## src/rtl/md5_core_scheduler_if.sv

```systemverilog
// Stream of candidate blocks from the extractor plus the shared md5 core start/done bus.
// slave = scheduler side, master = extractor / core-array side.
interface md5_core_scheduler_if #(
  parameter int NUM_UNITS = 4,
  parameter int MSG_WIDTH = 512,
  parameter int IDX_WIDTH = 32
);
  logic                 s_valid;
  logic                 s_ready;
  logic [MSG_WIDTH-1:0] s_data;
  logic [IDX_WIDTH-1:0] s_index;
  logic                 s_last;
  logic [NUM_UNITS-1:0] core_start;
  logic [MSG_WIDTH-1:0] core_data;
  logic [NUM_UNITS-1:0] core_done;
  logic [NUM_UNITS-1:0] core_match;

  modport slave (
    input  s_valid, s_data, s_index, s_last, core_done, core_match,
    output s_ready, core_start, core_data
  );

  modport master (
    output s_valid, s_data, s_index, s_last, core_done, core_match,
    input  s_ready, core_start, core_data
  );
endinterface

```

## src/rtl/md5_core_scheduler.sv

```systemverilog
// Round-robin dispatch of message blocks to NUM_UNITS md5 cores (start 1 cycle after accept), s_ready low while all busy;
// tracks lowest matching index. Macro MD5_SCHED_EARLY_STOP_EN stops dispatch at the first match.
module md5_core_scheduler #(
  parameter int NUM_UNITS = 4,
  parameter int MSG_WIDTH = 512,
  parameter int IDX_WIDTH = 32
) (
  input  logic                 clk,
  input  logic                 reset,
  input  logic                 enable,
  md5_core_scheduler_if.slave  bus,
  output logic                 match_found,
  output logic [IDX_WIDTH-1:0] match_index,
  output logic [7:0]           match_count,
  output logic                 job_done,
  output logic                 protocol_err
);
  localparam int PTR_W = (NUM_UNITS > 1) ? $clog2(NUM_UNITS) : 1;

  typedef enum logic [1:0] {IDLE, RUN, DRAIN, DONE} state_t;

  state_t               state, state_nxt;
  logic [NUM_UNITS-1:0] pending, pending_nxt;
  logic [NUM_UNITS-1:0] sel_onehot, done_ok, hit;
  logic [PTR_W-1:0]     rr_ptr, sel_idx, cand;
  logic [IDX_WIDTH-1:0] idx_reg [NUM_UNITS];
  logic [IDX_WIDTH-1:0] hit_min;
  logic [3:0]           hit_cnt;
  logic [8:0]           cnt_sum;
  logic [7:0]           cnt_sat;
  logic [NUM_UNITS-1:0] start_q;
  logic [MSG_WIDTH-1:0] data_q;
  logic                 any_free, accept, err_now;

  // First free unit at or above rr_ptr, wrapping; uses pre-clear pending so a
  // unit freed this cycle only becomes selectable next cycle.
  always_comb begin
    any_free = 1'b0;
    sel_idx  = '0;
    cand     = '0;
    for (int k = 0; k < NUM_UNITS; k++) begin
      cand = PTR_W'((int'(rr_ptr) + k) % NUM_UNITS);
      if (!any_free && !pending[cand]) begin
        any_free = 1'b1;
        sel_idx  = cand;
      end
    end
    sel_onehot = '0;
    for (int u = 0; u < NUM_UNITS; u++) begin
      sel_onehot[u] = any_free && (sel_idx == PTR_W'(u));
    end
  end

  assign bus.s_ready    = (state == RUN) && any_free;
  assign accept         = bus.s_valid && bus.s_ready;
  assign bus.core_start = start_q;
  assign bus.core_data  = data_q;
  assign job_done       = (state == DONE);

  assign done_ok = bus.core_done & pending;
  assign hit     = done_ok & bus.core_match;
  assign err_now = |(bus.core_done & ~pending);

  always_comb begin
    hit_min = match_index;
    hit_cnt = '0;
    for (int u = 0; u < NUM_UNITS; u++) begin
      if (hit[u]) begin
        hit_cnt = hit_cnt + 4'd1;
        if (idx_reg[u] < hit_min) hit_min = idx_reg[u];
      end
    end
    cnt_sum = {1'b0, match_count} + 9'(hit_cnt);
    cnt_sat = (cnt_sum > 9'd255) ? 8'hFF : cnt_sum[7:0];
  end

  always_comb begin
    state_nxt = state;
    if (!enable) begin
      state_nxt = IDLE;
    end else begin
      case (state)
        IDLE:  state_nxt = RUN;
        RUN: begin
          if (accept && bus.s_last) state_nxt = DRAIN;
`ifdef MD5_SCHED_EARLY_STOP_EN
          if (|hit) state_nxt = DRAIN;
`endif
        end
        DRAIN: if ((pending & ~bus.core_done) == '0) state_nxt = DONE;
        DONE:  state_nxt = DONE;
        default: state_nxt = IDLE;
      endcase
    end
  end

  always_comb begin
    pending_nxt = (pending & ~bus.core_done) | (accept ? sel_onehot : '0);
    if (!enable) pending_nxt = '0;
  end

  always_ff @(posedge clk) begin
    if (reset) begin
      state        <= IDLE;
      pending      <= '0;
      rr_ptr       <= '0;
      start_q      <= '0;
      data_q       <= '0;
      match_found  <= 1'b0;
      match_index  <= '1;
      match_count  <= '0;
      protocol_err <= 1'b0;
    end else begin
      state   <= state_nxt;
      pending <= pending_nxt;
      start_q <= accept ? sel_onehot : '0;
      if (accept) begin
        data_q <= bus.s_data;
        rr_ptr <= (sel_idx == PTR_W'(NUM_UNITS - 1)) ? '0 : sel_idx + PTR_W'(1);
      end
      if (state == IDLE && enable) begin
        match_found  <= 1'b0;
        match_index  <= '1;
        match_count  <= '0;
        protocol_err <= err_now;
      end else begin
        if (|hit) begin
          match_found <= 1'b1;
          match_index <= hit_min;
          match_count <= cnt_sat;
        end
        if (err_now) protocol_err <= 1'b1;
      end
    end
  end

  always_ff @(posedge clk) begin
    if (accept) idx_reg[sel_idx] <= bus.s_index;
  end
endmodule

```

## src/flat_wrapper.sv

```systemverilog
// flat-port wrapper written by rule: the top's interface ports become plain ports
module md5_core_scheduler_flat 
#(
  parameter int NUM_UNITS = 4,
  parameter int MSG_WIDTH = 512,
  parameter int IDX_WIDTH = 32
)
  (clk, reset, enable, match_found, match_index, match_count, job_done, protocol_err, bus_s_valid, bus_s_data, bus_s_index, bus_s_last, bus_core_done, bus_core_match, bus_s_ready, bus_core_start, bus_core_data);
  md5_core_scheduler_if #(.NUM_UNITS(NUM_UNITS), .MSG_WIDTH(MSG_WIDTH), .IDX_WIDTH(IDX_WIDTH)) bus_i ();
  input  logic clk;
  input  logic reset;
  input  logic enable;
  output logic match_found;
  output logic [IDX_WIDTH-1:0] match_index;
  output logic [7:0] match_count;
  output logic job_done;
  output logic protocol_err;
  input wire logic [$bits(bus_i.s_valid)-1:0] bus_s_valid;
  input wire logic [$bits(bus_i.s_data)-1:0] bus_s_data;
  input wire logic [$bits(bus_i.s_index)-1:0] bus_s_index;
  input wire logic [$bits(bus_i.s_last)-1:0] bus_s_last;
  input wire logic [$bits(bus_i.core_done)-1:0] bus_core_done;
  input wire logic [$bits(bus_i.core_match)-1:0] bus_core_match;
  output wire logic [$bits(bus_i.s_ready)-1:0] bus_s_ready;
  output wire logic [$bits(bus_i.core_start)-1:0] bus_core_start;
  output wire logic [$bits(bus_i.core_data)-1:0] bus_core_data;
  assign bus_i.s_valid = bus_s_valid;
  assign bus_i.s_data = bus_s_data;
  assign bus_i.s_index = bus_s_index;
  assign bus_i.s_last = bus_s_last;
  assign bus_i.core_done = bus_core_done;
  assign bus_i.core_match = bus_core_match;
  assign bus_s_ready = bus_i.s_ready;
  assign bus_core_start = bus_i.core_start;
  assign bus_core_data = bus_i.core_data;
  md5_core_scheduler #(.NUM_UNITS(NUM_UNITS), .MSG_WIDTH(MSG_WIDTH), .IDX_WIDTH(IDX_WIDTH)) u_core (.clk(clk), .reset(reset), .enable(enable), .bus(bus_i), .match_found(match_found), .match_index(match_index), .match_count(match_count), .job_done(job_done), .protocol_err(protocol_err));
endmodule
```

## config.mk

```make
export PLATFORM = sky130hd
export DESIGN_NAME = md5_core_scheduler_flat
export DESIGN_NICKNAME = d
export VERILOG_FILES = /design/src/rtl/md5_core_scheduler_if.sv /design/src/rtl/md5_core_scheduler.sv /design/src/flat_wrapper.sv
export SDC_FILE = /design/constraint.sdc
export NUM_CORES = 1
export LEC_CHECK = 0
export CAP_MARGIN = 10
export CORE_AREA = 2 2 431 433
export CTS_CLUSTER_SIZE = 14
export DETAILED_ROUTE_END_ITERATION = 6
export DIE_AREA = 0 0 433 435
export PLACE_DENSITY = 0.43
export SYNTH_ARGS = -nofsm -noshare
export SYNTH_HDL_FRONTEND = slang
export SYNTH_SLANG_ARGS = --single-unit
```

## constraint.sdc

```tcl
create_clock -name clk -period 21.6 [get_ports clk]
set_input_delay 5.4 -clock clk [delete_from_list [all_inputs] [get_ports clk]]
set_output_delay 5.4 -clock clk [all_outputs]
set_load 0.02 [all_outputs]
```

==> flow_summary.json <==
{
  "run_status": "finished, final reports clean",
  "cts_resized": 0,
  "final_nets": 4976,
  "relSlewSlack_pct": 17.94,
  "pin_count": 1117,
  "drtIter0Drc": 1839,
  "cts_buffer_depth": 3,
  "critPathMaxFanout": 48,
  "drc_errors": 0,
  "p_leak_nw": 16.29,
  "skew_ps": 46.11,
  "fmax_ghz": 0.06319,
  "cts_inserted_buffers": 89,
  "ys_types": 60,
  "pre_cts_ws_ps": 5140,
  "start_util_pct": 15.20,
  "drv_slew": 0,
  "tightest_slew_ps": 1231,
  "min_to": "u_core.bus.core_data[326]",
  "dp.final_hpwl_mm": 127.7,
  "synth.cell_area_um2": 27980,
  "portBuffers": 1116,
  "ctsHtreeMaxLevel": 3,
  "powerDensity_nw_per_um2": 71.70,
  "wire_per_inst_um": 23.51,
  "min_from": "u_core.bus.core_data[326]",
  "crit_required_ps": 22130,
  "dpl_cell_area_um2": 41720,
  "ys_ff_latch": 694,
  "critPathMostFrequentCell": "a21o_1",
  "period_needed_ps": 15830,
  "maxCapViolations": 0,
  "crit_type": "primary input to flop",
  "rr_endpoint": "u_core.match_index[0]",
  "antenna_found_initial": 80,
  "final_antenna_net_count": 0,
  "die_h_um": 435,
  "hold_class": "flop to flop",
  "path_clk_slew_ps": 60,
  "cpPeakStageDelay_ps": 610,
  "place_congestion": 0.9304,
  "ir_worst_vdd_mv": 0.05522,
  "dr.pass1.iters": 5,
  "synth-async-reset-ratio_pct": 0,
  "drive_above_1_share_pct": 3.860,
  "cts-root-buf": "clkbuf_16",
  "setup_slack_ps": 5774,
  "largest_reg_flops": 512,
  "grt_usage_pct": 16.52,
  "post-route-period-util_pct": 73.27,
  "syn_to_final_growth_pct": 59.47,
  "grt_max_degree": 224,
  "timing.rr.start": "u_core.match_index[30]",
  "routed-via-count": 27230,
  "synth_edf_count": 128,
  "reg2reg_depth": 42,
  "synth_ff_type": "dfxtp_1",
  "grt.overflow.total": 0,
  "critPathTopFamily": "compound AO/OA/AOI/OAI gates",
  "grt_pass1_vias": 26390,
  "nFillCells": 20070,
  "final_common_cell": "clkdlybuf4s50_1",
  "finalWirelength_mm": 161.1,
  "die_w_um": 433,
  "cts.hold.buffers_added": 0,
  "core_area_um2": 184000,
  "grt_pass1_wl_mm": 217.0,
  "crit_slowest_cell": "and2_2",
  "rsz0062_at_grt": "no",
  "path_buf_inv": 6,
  "endpoint_kind": "flop",
  "finalHoldViolCount": 0,
  "syn-num-nets": 3945,
  "syn_inst": 3254,
  "setup_violations": 0,
  "dieArea_um2": 188400,
  "final_cell_mix": "1115 x clkdlybuf4s50_1, 1059 x nand2_1, 622 x a21oi_1, 566 x dfxtp_1, 133 x ha_1",
  "setup_tns_ps": 0,
  "seq_area_frac_synth_pct": 54.24,
  "hold_depth": 2,
  "reg2reg_slack_ps": 9970,
  "startpoint_type": "primary input",
  "synth_area_per_cell_um2": 8.597,
  "ys_warn_count": 0,
  "fin_area_um2": 44610,
  "via_per_inst": 3.972,
  "clock_sinks": 694,
  "cts_setup_buffers": 0,
  "tritoncts": "built",
  "clock_latency_ps": 720,
  "cp.arrival_ps": 16360,
  "rows": 158
}
-- per-layer routing --
metal / up-vias / GRT usage, % / routed length [µm]
met4: 30 / 6.282 / 5806
met2: 914 / 30.03 / 84550
li1: 12990 / - / -
met3: 273 / 4.639 / 10910
met5: - / 0 / 201
met1: 13020 / 17.98 / 59670
-- tightest hold or removal path, stage by stage, from the launching register on --
cell,delay [ps]
dfxtp_1,300
nand2_1,50
a21oi_1,50
-- through the flow --
| stage | util (%) | power (W) | std cells | hold slack [ps] |
|---|---|---|---|---|
| 3_3_place_gp | 22.67 | 0.001752 | 6674 | 440.3 |
| 6_report | 24.24 | 0.003199 | 6855 | 450.6 |
| 4_1_cts | 24.21 | 0.003254 | 6832 | 453.2 |
| 5_1_grt | 24.23 | 0.003322 | 6848 | 466.1 |
| 2_1_floorplan | - | 0.001518 | 3254 | 472.4 |
| 3_5_place_dp | 22.67 | 0.001752 | 6674 | 445.3 |
-- synthesized netlist by cell type, drive strengths merged, types with 5 or more instances --
cell type / instances / share of area, %
nand2: 1060 / 14
a21oi: 622 / 11
dfxtp: 566 / 41
clkbuf: 176 / 2.4
ha: 133 / 5.9
edfxtp: 128 / 14
inv: 111 / 1.5
nor2: 89 / 1.2
mux2i: 63 / 2.3
o21ai: 62 / 1.1
a21o: 59 / 1.6
buf: 28 / 0.47
nand4: 27 / 0.60
nand3: 17 / 0.30
nor3: 13 / 0.27
nor2b: 10 / 0.22
nand2b: 8 / 0.18
and2: 7 / 0.16
nor4: 7 / 0.18
a211oi: 6 / 0.16
and4: 5 / 0.16
o211ai: 5 / 0.13
o21a: 5 / 0.13
-- report_power, final --
part | switching [W] | internal, W | leakage (nW)
clock | 0.000643 | 0.000835 | 1.36
combinational | 0.000178 | 0.000168 | 9.18
sequential | 0.0000221 | 0.00135 | 5.75
-- kinds of logic (layout without fill, tap and decap cells) --
logic type                 after synthesis  in the layout  synth area share [%]
AOI/OAI and AO/OA                      786            786                 15.11
and+or+nand+nor                       1251           1251                 17.70
adders and majority gates              138            138                 6.163
DFF                                    694            694                 54.24
xor gates and xnor gates                 4              4                0.1253
buffers and inverters                  315           1413                 4.316
other                                    1             24               0.01340
muxes                                   65             65                 2.335
-- worst max-delay path by stage --
stage | from | endpoint | slack, ps | cells past startpoint
global route | bus_core_done[0] | u_core.match_index[0] | 4970 | 40
CTS | bus_core_done[0] | u_core.match_index[0] | 5880 | 40
detailed placement | bus_core_done[0] | u_core.match_index[0] | 5140 | 40
global placement | bus_core_done[0] | u_core.match_index[0] | 5360 | 40
finish | bus_core_done[0] | u_core.match_index[0] | 5770 | 40
floorplan | bus_core_match[0] | u_core.match_index[0] | 7870 | 42
-- final cells by class --
cell class	instances	area, µm²	share of cell area (%)
flip-flops and latches	694	15170	34.01
multi-input cells	2245	11620	26.04
repair buffers	1144	11410	25.58
well taps	2480	3103	6.955
clock buffers	129	2509	5.623
inverters	111	416.7	0.9339
clock inverters	29	324.1	0.7264
diodes	23	57.56	0.1290
(Power assumes the default switching activity.)
